[src/rtl/hex_display_scan_if.sv]
// Bundle between the value producer and the multiplexed seven-segment scanner.
// The producer side drives value/control, the scanner side drives the display pins.
interface hex_display_scan_if #(
  parameter int NUM_DIGITS = 4
);
  logic                      enable;
  logic                      load;
  logic [4*NUM_DIGITS-1:0]   value;
  logic [NUM_DIGITS-1:0]     dp_in;
  logic                      mode_bcd;
  logic                      blank_lz;
  logic [6:0]                seven_seg;
  logic                      dp_n;
  logic [NUM_DIGITS-1:0]     digit_sel;
  logic                      frame_done;

  modport master (
    output enable, load, value, dp_in, mode_bcd, blank_lz,
    input  seven_seg, dp_n, digit_sel, frame_done
  );

  modport slave (
    input  enable, load, value, dp_in, mode_bcd, blank_lz,
    output seven_seg, dp_n, digit_sel, frame_done
  );
endinterface

[src/rtl/hex_display_scan.sv]
// Time-multiplexed N-digit seven-segment driver (common anode, active-low pins).
// Double-buffered display data swaps only at frame wrap so a frame never tears.
module hex_display_scan #(
  parameter int NUM_DIGITS = 4,
  parameter int CLK_DIV    = 50000
) (
  input logic              clk,
  input logic              rst_n,
  hex_display_scan_if.slave bus
);
  localparam int PW = (CLK_DIV > 1) ? $clog2(CLK_DIV) : 1;
  localparam int IW = (NUM_DIGITS > 1) ? $clog2(NUM_DIGITS) : 1;
  localparam int VW = 4 * NUM_DIGITS;

  logic [PW-1:0]         presc_reg;
  logic [IW-1:0]         idx_reg;
  logic [VW-1:0]         act_val_reg, pend_val_reg;
  logic [NUM_DIGITS-1:0] act_dp_reg, pend_dp_reg;
  logic                  act_bcd_reg, act_lz_reg, pend_bcd_reg, pend_lz_reg;
  logic                  pend_flag_reg;

  logic [6:0]            seg_reg, seg_next;
  logic                  dp_reg, dp_next;
  logic [NUM_DIGITS-1:0] sel_reg, sel_next;
  logic                  fd_reg, fd_next;

  logic tick, last, wrap;
  assign tick = bus.enable && (presc_reg == PW'(CLK_DIV - 1));
  assign last = (idx_reg == IW'(NUM_DIGITS - 1));
  assign wrap = tick && last;

  function automatic logic [6:0] hex7(input logic [3:0] n);
    case (n)
      4'h0: hex7 = 7'b0000001;
      4'h1: hex7 = 7'b1001111;
      4'h2: hex7 = 7'b0010010;
      4'h3: hex7 = 7'b0000110;
      4'h4: hex7 = 7'b1001100;
      4'h5: hex7 = 7'b0100100;
      4'h6: hex7 = 7'b0100000;
      4'h7: hex7 = 7'b0001111;
      4'h8: hex7 = 7'b0000000;
      4'h9: hex7 = 7'b0000100;
      4'hA: hex7 = 7'b0000010;
      4'hB: hex7 = 7'b1100000;
      4'hC: hex7 = 7'b0110001;
      4'hD: hex7 = 7'b1000010;
      4'hE: hex7 = 7'b0110000;
      default: hex7 = 7'b0111000;
    endcase
  endfunction

  always_ff @(posedge clk) begin
    if (!rst_n) begin
      presc_reg <= '0;
      idx_reg   <= '0;
    end else if (tick) begin
      presc_reg <= '0;
      idx_reg   <= last ? '0 : idx_reg + IW'(1);
    end else if (bus.enable) begin
      presc_reg <= presc_reg + PW'(1);
    end
  end

  // A load landing on the wrap edge bypasses the pending buffer entirely.
  always_ff @(posedge clk) begin
    if (!rst_n) begin
      act_val_reg   <= '0;
      act_dp_reg    <= '0;
      act_bcd_reg   <= 1'b0;
      act_lz_reg    <= 1'b0;
      pend_val_reg  <= '0;
      pend_dp_reg   <= '0;
      pend_bcd_reg  <= 1'b0;
      pend_lz_reg   <= 1'b0;
      pend_flag_reg <= 1'b0;
    end else if (bus.load) begin
      if (wrap) begin
        act_val_reg   <= bus.value;
        act_dp_reg    <= bus.dp_in;
        act_bcd_reg   <= bus.mode_bcd;
        act_lz_reg    <= bus.blank_lz;
        pend_flag_reg <= 1'b0;
      end else begin
        pend_val_reg  <= bus.value;
        pend_dp_reg   <= bus.dp_in;
        pend_bcd_reg  <= bus.mode_bcd;
        pend_lz_reg   <= bus.blank_lz;
        pend_flag_reg <= 1'b1;
      end
    end else if (pend_flag_reg && (wrap || !bus.enable)) begin
      act_val_reg   <= pend_val_reg;
      act_dp_reg    <= pend_dp_reg;
      act_bcd_reg   <= pend_bcd_reg;
      act_lz_reg    <= pend_lz_reg;
      pend_flag_reg <= 1'b0;
    end
  end

  logic [3:0]            nib [NUM_DIGITS];
  logic [NUM_DIGITS-1:0] blanked;

  // A digit is a leading zero when it and every more significant nibble are zero.
  generate
    for (genvar gi = 0; gi < NUM_DIGITS; gi++) begin : g_digit
      assign nib[gi] = act_val_reg[4*gi +: 4];
      if (gi == 0) begin : g_lsd
        assign blanked[gi] = 1'b0;
      end else begin : g_upper
        assign blanked[gi] = act_lz_reg && (act_val_reg[VW-1:4*gi] == '0);
      end
    end
  endgenerate

  logic [3:0] cur_nib;
  assign cur_nib = nib[idx_reg];

  always_comb begin
    seg_next = 7'b1111111;
    dp_next  = 1'b1;
    sel_next = '1;
    fd_next  = 1'b0;
    if (bus.enable) begin
      fd_next = wrap;
      // The slot-advance cycle stays dark to stop the old segments ghosting.
      if (!tick) begin
        sel_next[idx_reg] = 1'b0;
        dp_next           = ~act_dp_reg[idx_reg];
        if (!blanked[idx_reg]) begin
          seg_next = (act_bcd_reg && (cur_nib > 4'd9)) ? 7'b1111110 : hex7(cur_nib);
        end
      end
    end
  end

  always_ff @(posedge clk) begin
    if (!rst_n) begin
      seg_reg <= 7'b1111111;
      dp_reg  <= 1'b1;
      sel_reg <= '1;
      fd_reg  <= 1'b0;
    end else begin
      seg_reg <= seg_next;
      dp_reg  <= dp_next;
      sel_reg <= sel_next;
      fd_reg  <= fd_next;
    end
  end

  assign bus.seven_seg  = seg_reg;
  assign bus.dp_n       = dp_reg;
  assign bus.digit_sel  = sel_reg;
  assign bus.frame_done = fd_reg;
endmodule
[src/flat_wrapper.sv]
// flat-port wrapper written by rule: the top's interface ports become plain ports
module hex_display_scan_flat 
#(
  parameter int NUM_DIGITS = 4,
  parameter int CLK_DIV    = 50000
)
  (clk, rst_n, bus_enable, bus_load, bus_value, bus_dp_in, bus_mode_bcd, bus_blank_lz, bus_seven_seg, bus_dp_n, bus_digit_sel, bus_frame_done);
  hex_display_scan_if #(.NUM_DIGITS(NUM_DIGITS)) bus_i ();
  input logic clk;
  input logic rst_n;
  input wire logic [$bits(bus_i.enable)-1:0] bus_enable;
  input wire logic [$bits(bus_i.load)-1:0] bus_load;
  input wire logic [$bits(bus_i.value)-1:0] bus_value;
  input wire logic [$bits(bus_i.dp_in)-1:0] bus_dp_in;
  input wire logic [$bits(bus_i.mode_bcd)-1:0] bus_mode_bcd;
  input wire logic [$bits(bus_i.blank_lz)-1:0] bus_blank_lz;
  output wire logic [$bits(bus_i.seven_seg)-1:0] bus_seven_seg;
  output wire logic [$bits(bus_i.dp_n)-1:0] bus_dp_n;
  output wire logic [$bits(bus_i.digit_sel)-1:0] bus_digit_sel;
  output wire logic [$bits(bus_i.frame_done)-1:0] bus_frame_done;
  assign bus_i.enable = bus_enable;
  assign bus_i.load = bus_load;
  assign bus_i.value = bus_value;
  assign bus_i.dp_in = bus_dp_in;
  assign bus_i.mode_bcd = bus_mode_bcd;
  assign bus_i.blank_lz = bus_blank_lz;
  assign bus_seven_seg = bus_i.seven_seg;
  assign bus_dp_n = bus_i.dp_n;
  assign bus_digit_sel = bus_i.digit_sel;
  assign bus_frame_done = bus_i.frame_done;
  hex_display_scan #(.NUM_DIGITS(NUM_DIGITS), .CLK_DIV(CLK_DIV)) u_core (.clk(clk), .rst_n(rst_n), .bus(bus_i));
endmodule
[config.mk]
export PLATFORM = sky130hd
export DESIGN_NAME = hex_display_scan_flat
export DESIGN_NICKNAME = d
export VERILOG_FILES = /design/src/rtl/hex_display_scan_if.sv /design/src/rtl/hex_display_scan.sv /design/src/flat_wrapper.sv
export SDC_FILE = /design/constraint.sdc
export NUM_CORES = 1
export LEC_CHECK = 0
export CAP_MARGIN = 20
export CORE_MARGIN = 5
export CORE_UTILIZATION = 45
export DETAILED_ROUTE_END_ITERATION = 10
export GPL_TIMING_DRIVEN = 1
export PLACE_DENSITY = 0.68
export SYNTH_ARGS = -nofsm -noshare
export SYNTH_HDL_FRONTEND = slang
export SYNTH_SLANG_ARGS = --single-unit
[constraint.sdc]
create_clock -name clk -period 2 [get_ports clk]
set_input_delay 0.4 -clock clk [delete_from_list [all_inputs] [get_ports clk]]
set_output_delay 0.4 -clock clk [all_outputs]
set_load 0.01 [all_outputs]
# Word level (Yosys, flattened, before mapping)
# Memory sizes are Yosys's and may differ from the RTL's.
# Cells that the tools add are included.
# W data, S select, Z words.
# totals
register_bits	76
latchBits	0
ramBits	0
rom_bits	112
inputBits	26
output_inout_bits	13
memories	1
# op_classes
n_addsub	2
multipliers	0
div	0
n_lt_le_gt_ge	4
eq_ne	3
shifts	0
n_mux	26
n_bitwise	6
n_reduce_logical	21
# mem_list
name	words	word_bits	rd	rd_clocked_by_memory_dff	write_ports	line_no	source
(name not given)	16	7	1	0	0	hex_display_scan.sv:33	case (n)
# op_table
operator	count
$mux W16	3
$mux W4	5
$add A16 B1 Y16 const B	1
$eq A16 B16 Y1 const B	1
$mux W1	13
$logic_not A12 Y1	1
$bmux W4 S2	1
$logic_and A1 B1 Y1	8
$logic_not A8 Y1	1
$reduce_and A2 Y1	3
$reduce_or A5 Y1	1
$bmux W1 S2	2
$gt A4 B4 Y1 const B	1
$logic_not A4 Y1	1
$not A1 Y1	4
$not A4 Y4	1
$reduce_or A4 Y1	1
$ge A3 B3 Y1 const B	1
$lt A2 B3 Y1 const B	1
$not A2 Y3	1
$reduce_or A3 Y1	1
$add A2 B1 Y2 const B	1
$demux W1 S2	1
$eq A2 B2 Y1 const B	1
7 further kinds	7

# Longest topological paths before layout
# depth
word_depth	7
mapped_depth	9
ltp_nobuf	8

# Worst setup path before layout
# OpenSTA, ideal clock, no wires.
# synth_path
kind	reg-to-reg
start	register u_core.idx_reg[1]
end	register u_core.seg_reg[2] (netlist: u_core.bus.seven_seg[2])
setup_time_ns	0.134
arrival_ns	2.019
required_ns	1.866
path_slack_ns	-0.152
path_stages_with_launch	10
period_less_slack_ns	2.152
cell_sequence	dfxtp_1 > buf_2 > mux4_2 > inv_1 > ha_1 > nor2_1 > o211ai_1 > nand2_1 > nor2_4 > o221ai_1
# synth_via
elab_chain_len	7
# synth_rtl
element	line_no	source
start, declared	hex_display_scan.sv:16	logic [IW-1:0] idx_reg;
start signal, assigned	hex_display_scan.sv:59	idx_reg <= last ? '0 : idx_reg + IW'(1);
$not A2 Y3 (implied by the code)	hex_display_scan.sv:116	assign cur_nib = nib[idx_reg];
$bmux W4 S2	hex_display_scan.sv:116	
$mux W4 (implied by the code) (2 in a row)	hex_display_scan.sv:116	
$gt A4 B4 Y1	hex_display_scan.sv:130	seg_next = (act_bcd_reg && (cur_nib > 4'd9)) ? 7'b1111110 : hex7(cur_nib);
$logic_and A1 B1 Y1	hex_display_scan.sv:130	
$reduce_or A5 Y1 (no source line)	n/a	
end signal, assigned	hex_display_scan.sv:143	seg_reg <= seg_next;
end, declared	hex_display_scan.sv:22	logic [6:0] seg_reg, seg_next;
# Parallel ways exist; a longest one is shown, timed or not. The select of a mux whose other input is x is not followed.
# A chain may end at the register's enable or synchronous reset.

# Worst setup path in the final report
# layout_path
start	register u_core.idx_reg[1]
end	register u_core.seg_reg[4] (netlist: u_core.bus.seven_seg[4])
# The elaborated chain is that of the path after synthesis.

==> results_dict.tcl <==
set metrics [dict create \
    synth_cell_type_count 49 \
    drive_above_1_share_pct 15.7 \
    worstSetupStartpointType "flop" \
    p_leak_uw 0.00183 \
    drtIter0Drc 76 \
    syn-instance-count 388 \
    port_buffers 38 \
    dr_total_vias 2868 \
    setup_tns_ns 0 \
    syn_area_per_cell_um2 9.72 \
    wl_met1_mm 3.56 \
    place.gp.congestion 0.760 \
    dp_hpwl_mm 5.49 \
    worstMarginPinSlew_ns 0.688 \
    std_cell_rows 33 \
    min_from "u_core.pend_val_reg[4]$_SDFFE_PN0P_" \
    yosysSeqAreaShare_pct 40.4 \
    pre_cts_ws_ns -0.117 \
    ys_warn_count 0 \
    die_w_um 102 \
    cp-startpoint "u_core.idx_reg[1]$_SDFFE_PN0P_" \
    antenna_found_initial 0 \
    period_needed_ns 1.94 \
    ant_nets 0 \
    final.setup_skew_ns 0.00843 \
    cts_max_path_buffers 2 \
    synth.net_count 424 \
    wl_met2_mm 3.64 \
    ys.flop_type "dfxtp_1" \
    routed_wl_mm 7.62 \
    hold_class "flop to flop" \
    r2r_start "u_core.idx_reg[1]$_SDFFE_PN0P_" \
    max_freq_ghz 0.516 \
    grt.total_usage_pct 15.5 \
    status "complete, no violations" \
    coreArea_um2 8180 \
    cap_violations 0 \
    synth-edff-count 0 \
    htreeDepth 3 \
    finalNetCount 479 \
    fin_ws_ns 0.0627 \
    crit_family "multiplexers" \
    grt_pass1_vias 2716 \
    antenna_cells 0 \
    nFillCells 731 \
    synth_xor_area_share_pct 4.41 \
    grt_max_degree 50 \
    slowest_stage "mux4_2" \
    crit_path_end_kind "flop" \
    power_uw 3100 \
    placed_cells 535 \
    clock_latency_ns 0.34 \
    cts_buffers 9 \
    worstPathRequired_ns 2.21 \
    synth_seq_cells 76 \
    power_density_nw_per_um2 669 \
    routedWlPerCell_um 13.8 \
    rsz0062_at_grt "true" \
    final_cells 552 \
    cts_hold_buf 0 \
    critPathMaxStageDelay_ns 0.55 \
    drt-vias-per-instance 5.20 \
    cts.sinks 76 \
    cts_tree "built" \
    cpMostUsedCell "o211ai_1" \
    grt_pass1_wl_mm 12.9 \
    dr.pass1.iters 4 \
    die_h_um 102 \
    dieArea_um2 10300 \
    finalHoldViolCount 0 \
    async_flop_share_pct 0 \
    synthAdderAreaFrac_pct 3.32 \
    netlist_area_um2 3770 \
    cts.clk_slew.worst_paths_ns 0.07 \
    cts_root_buffer "clkbuf_8" \
    initial_core_util_pct 46.1 \
    cp_num_buf_inv 1 \
    setup_viol 0 \
    min_period_over_period_pct 96.9 \
    ios 39 \
    slew_headroom_pct 54.1 \
    hold_ws_ns 0.523 \
    peakVddDrop_mv 0.409 \
    crit_arrival_ns 2.15 \
    crit_type "flop to flop" \
    finalMaxSlewViolations 0 \
    top_layer "met4" \
    synth_compound_area_share_pct 14.2 \
    cp_max_fo 6 \
    yosys.area_share.simple_pct 20.6 \
    drc 0 \
    wl_met3_um 292 \
    synth.area.mux_share_pct 10.4 \
    synth_top_family_by_area "simple AND/OR/NAND/NOR gates" \
    overflow 0 \
    crit_chain "mux4_2, inv_4, ha_4, nor2_2, o211ai_1, nand2_1, nor2_4, o211ai_1" \
    areaGrowthSynthToFinish_pct 23.1 \
]
==> worst reg2reg max path: stages, from the launching register on <==
cell      delay (ns)
dfxtp_4         0.37
mux4_2          0.55
inv_4           0.11
ha_4            0.15
nor2_2          0.04
o211ai_1        0.18
nand2_1         0.11
nor2_4          0.19
o211ai_1        0.12
==> metrics by stage <==
stage,utilization [%],cell area (um2)
after floorplan,-,3800
after global placement,54.1,4430
after detailed placement,54.1,4430
after CTS,56.3,4600
after global routing,56.7,4640
final,56.7,4640
==> power breakdown <==
| group | switching (uW) | total (uW) | internal (uW) |
|---|---|---|---|
| logic | 194 | 438 | 244 |
| clock network | 522 | 1030 | 509 |
| registers | 53.8 | 1630 | 1580 |
==> final timing paths <==
| check | cells past startpoint | endpoint | slack (ns) |
|---|---|---|---|
| worst min-delay path | 2 | u_core.pend_val_reg[4]$_SDFFE_PN0P_ | 0.52 |
| worst max-delay path | 8 | u_core.bus.seven_seg[4]$_SDFF_PP1_ | 0.06 |
| worst min register to register | 2 | u_core.pend_val_reg[4]$_SDFFE_PN0P_ | 0.52 |
| worst max register to register | 8 | u_core.bus.seven_seg[4]$_SDFF_PP1_ | 0.06 |
==> synth_stat cells (5+ instances only) <==
cell	number	area share [%]
dfxtp_1	76	40
inv_1	29	2.9
mux2i_1	28	7.4
a21oi_1	27	3.6
nor2_1	26	2.6
nor2b_1	24	4.0
nor3b_1	24	4.8
o221a_1	20	6.0
nand2_1	19	1.9
xor2_1	12	2.8
ha_1	10	3.3
nand3_1	10	1.3
clkbuf_1	9	0.90
buf_2	7	0.93
xnor2_1	7	1.6
mux4_2	5	3.0
==> routing by layer <==
metal,up-vias,track usage (%)
met4,0,5.01
li1,1482,-
met5,-,0
met3,13,3.79
met1,1325,20.2
met2,48,25.5
==> cells by family after synthesis <==
| kind of cell | after synthesis |
|---|---|
| xor+xnor | 19 |
| mux | 33 |
| buf+inv | 53 |
| compound gates | 67 |
| flops | 76 |
| fa+ha+maj | 10 |
| simple gates | 130 |
==> final cells by class <==
cell class	instances	area [um2]	share of cell area (%)
Multi-Input combinational cell	259	2040	43.9
Inverter	29	111	2.40
Sequential cell	76	1530	33.0
Clock buffer	13	159	3.43
Clock inverter	2	10.0	0.216
Timing Repair Buffer	68	663	14.3
Tap cell	105	131	2.83
==> timing repair <==
| item | in CTS | in global routing |
|---|---|---|
| buffers inserted | 0 | 2 |
| resized for setup | 1 | 8 |
| pin swaps | 1 | 5 |
| endpoints found under the setup margin | 1 | 7 |
==> placed cells by master, fill, tap and decap left out, types with 2 or more instances in the layout <==
cell | synthesis | final
nand3_1 | 10 | 10
clkdlybuf4s50_1 | 0 | 38
inv_1 | 29 | 27
ha_1 | 10 | 8
nor4_1 | 2 | 2
mux2i_1 | 28 | 28
buf_4 | 3 | 25
nor2_4 | 2 | 2
clkbuf_8 | 0 | 11
o221a_2 | 2 | 2
nor3_1 | 4 | 4
clkbuf_1 | 9 | 2
nand2_1 | 19 | 19
dfxtp_1 | 76 | 74
nor3b_1 | 24 | 24
a21oi_1 | 27 | 27
xor2_1 | 12 | 12
nand3b_1 | 2 | 2
mux4_2 | 5 | 5
buf_12 | 2 | 4
nor2_1 | 26 | 25
ha_4 | 0 | 2
nand2b_1 | 4 | 4
xnor2_1 | 7 | 7
dfxtp_4 | 0 | 2
o21ai_0 | 3 | 3
nand4_1 | 3 | 3
o221a_1 | 20 | 20
o211ai_1 | 4 | 4
clkinv_2 | 0 | 2
nor2b_1 | 24 | 24
Power figures use the tool's default switching activity.
==> variant: new RTL, same settings <==
`CLK_DIV` is set to 50000 in 2 places; all go to 100000.
--- a/src/rtl/hex_display_scan.sv
+++ b/src/rtl/hex_display_scan.sv
@@ -2,7 +2,7 @@
 // Double-buffered display data swaps only at frame wrap so a frame never tears.
 module hex_display_scan #(
   parameter int NUM_DIGITS = 4,
-  parameter int CLK_DIV    = 50000
+  parameter int CLK_DIV    = 100000
 ) (
   input logic              clk,
   input logic              rst_n,
--- a/src/flat_wrapper.sv
+++ b/src/flat_wrapper.sv
@@ -2,7 +2,7 @@
 module hex_display_scan_flat 
 #(
   parameter int NUM_DIGITS = 4,
-  parameter int CLK_DIV    = 50000
+  parameter int CLK_DIV    = 100000
 )
   (clk, rst_n, bus_enable, bus_load, bus_value, bus_dp_in, bus_mode_bcd, bus_blank_lz, bus_seven_seg, bus_dp_n, bus_digit_sel, bus_frame_done);
   hex_display_scan_if #(.NUM_DIGITS(NUM_DIGITS)) bus_i ();
Behaviour: same outputs for any inputs over 10 cycles, from zero or initial values and one cycle with rst_n low; that may be too few to reach the edited logic, so the function may still have changed.
==> variant against the original RTL <==
Design area shrank 5.9%; global-route usage shrank 0.66 points; sequential share of layout area increased by 2.4 points; area after synthesis fell by 6.4%; first-iteration DRC count is 88% higher; routed wire length fell by 9.9%; sequential cell count up 1; setup slack gained 0.068 ns; clock skew up 0.0015 ns; total power shrank 2.3%; count of clock-buffer cells in the layout shrank 4; synthesized cell count shrank 1.0%; critical path type is now in2reg; highest routed layer unchanged.
==> variant: results (changes against the original RTL) <==
* Status: finished, final reports clean
* Total number of vias at 2778 (-3.1%)
* Total Wirelength at 6860 microns (-9.9%)
* First-pass GRT wire length at 12000 microns (-7.1%)
* Top post-synthesis cells by count: dfxtp_1 (77), nand2_1 (68), o21ai_0 (27)
* Vias/cell at 5.18 (-0.25%)
* Hold Crit Class: in2reg
* Largest stage delay, worst path at 0.49 ns (-0.06 ns)
* Slowest cell on crit path: clkdlybuf4s50_1
* Sequential area share after synthesis at 0.437 (+0.0333)
* Layout cells sized above 1 at 0.143 (-0.0137)
* Synth Area per Inst at 9.19 sq um (-5.4%)
* Cell Count Post-Placement at 520 (-2.8%)
* Pleak at 1.89 nW (+3.4%)
* Vias in the first global route at 2597 (-4.4%)
* Slew @ Worst Pin at 0.520 ns (-0.168 ns)
* Delay-heaviest family, CP: simple AND/OR/NAND/NOR gates
* Nets at 465 (-2.9%)
* RR Startpoint: u_core.idx_reg[0]$_SDFFE_PN0P_
* Fillcell total at 704 (-3.7%)
* Crit path kind: in2reg
* Worst clock skew at 0.00991 ns (+0.00148 ns)
* GP Congestion at 0.766 (+0.80%)
* Syn_nets at 420 (-0.94%)
* Dpl ws at -0.305 ns (-0.187 ns)
* DR iter-0 viols at 143 (+88%)
* CTS-repair resized insts at 0 (-1)
* Maximum vdd ir drop at 426 uV (+3.9%)
* DPL Wire Length at 4900 microns (-11%)
* Largest net degree at the start of global routing at 55 (+10%)
* Gr usage total at 0.149 (-0.00661)
* Synth cell types at 43 (-12%)
* Crit. Startpoint: bus_enable
* Cell Area, Placed at 4160 sq um (-6.1%)
-- variant: cell count changes in the layout (fill, tap and decap cells not counted), sizes merged, moves of 22 or more --
cell	before	now
nor3b	24	1
nor2b	24	2
o211a	0	23
a21oi	28	2
o21ai	5	28
o221a	22	0
nand2	19	69
-- variant: report_power, final --
group	switching, mW	internal, mW
Sequential	0.0323	1.59
Combinational	0.151	0.167
Clock	0.625	0.467
Total	0.808	2.22
-- variant: final timing paths --
path,endpoint,slack [ns],cells after the start
hold reg to reg,u_core.pend_dp_reg[1]$_SDFFE_PN0P_,0.47,2
setup reg to reg,u_core.bus.seven_seg[6]$_SDFF_PP1_,0.14,7
hold / removal,u_core.bus.frame_done$_SDFF_PN0_,0.35,3
setup / recovery,u_core.idx_reg[0]$_SDFFE_PN0P_,0.13,6
-- variant: area by class of cell --
class | instances | area, sq um | share of cell area
Clock buffer | 9 | 124 | 0.0284
Clock inverter | 7 | 60.1 | 0.0138
Inverter | 7 | 28.8 | 0.00659
Multi-Input combinational cell | 272 | 1880 | 0.430
Sequential cell | 77 | 1550 | 0.354
Tap cell | 102 | 128 | 0.0292
Timing Repair Buffer | 62 | 606 | 0.139
-- variant: cells by family (layout without fill, tap and decap cells) --
family,count (synthesis),after routing,share of synthesized area
fa+ha+maj,10,10,0.0355
mux,32,32,0.109
flops,77,77,0.437
simple gates,150,150,0.198
compound gates,64,64,0.137
buf+inv,35,85,0.0447
xor+xnor,16,16,0.0397
-- variant: per-layer routing --
layer | track usage | wire [microns] | up-vias
li1 | - | - | 1435
met4 | 0.0567 | 112 | 0
met3 | 0.0326 | 299 | 9
met1 | 0.214 | 3510 | 1271
met5 | 0 | 0 | -
met2 | 0.218 | 2940 | 63
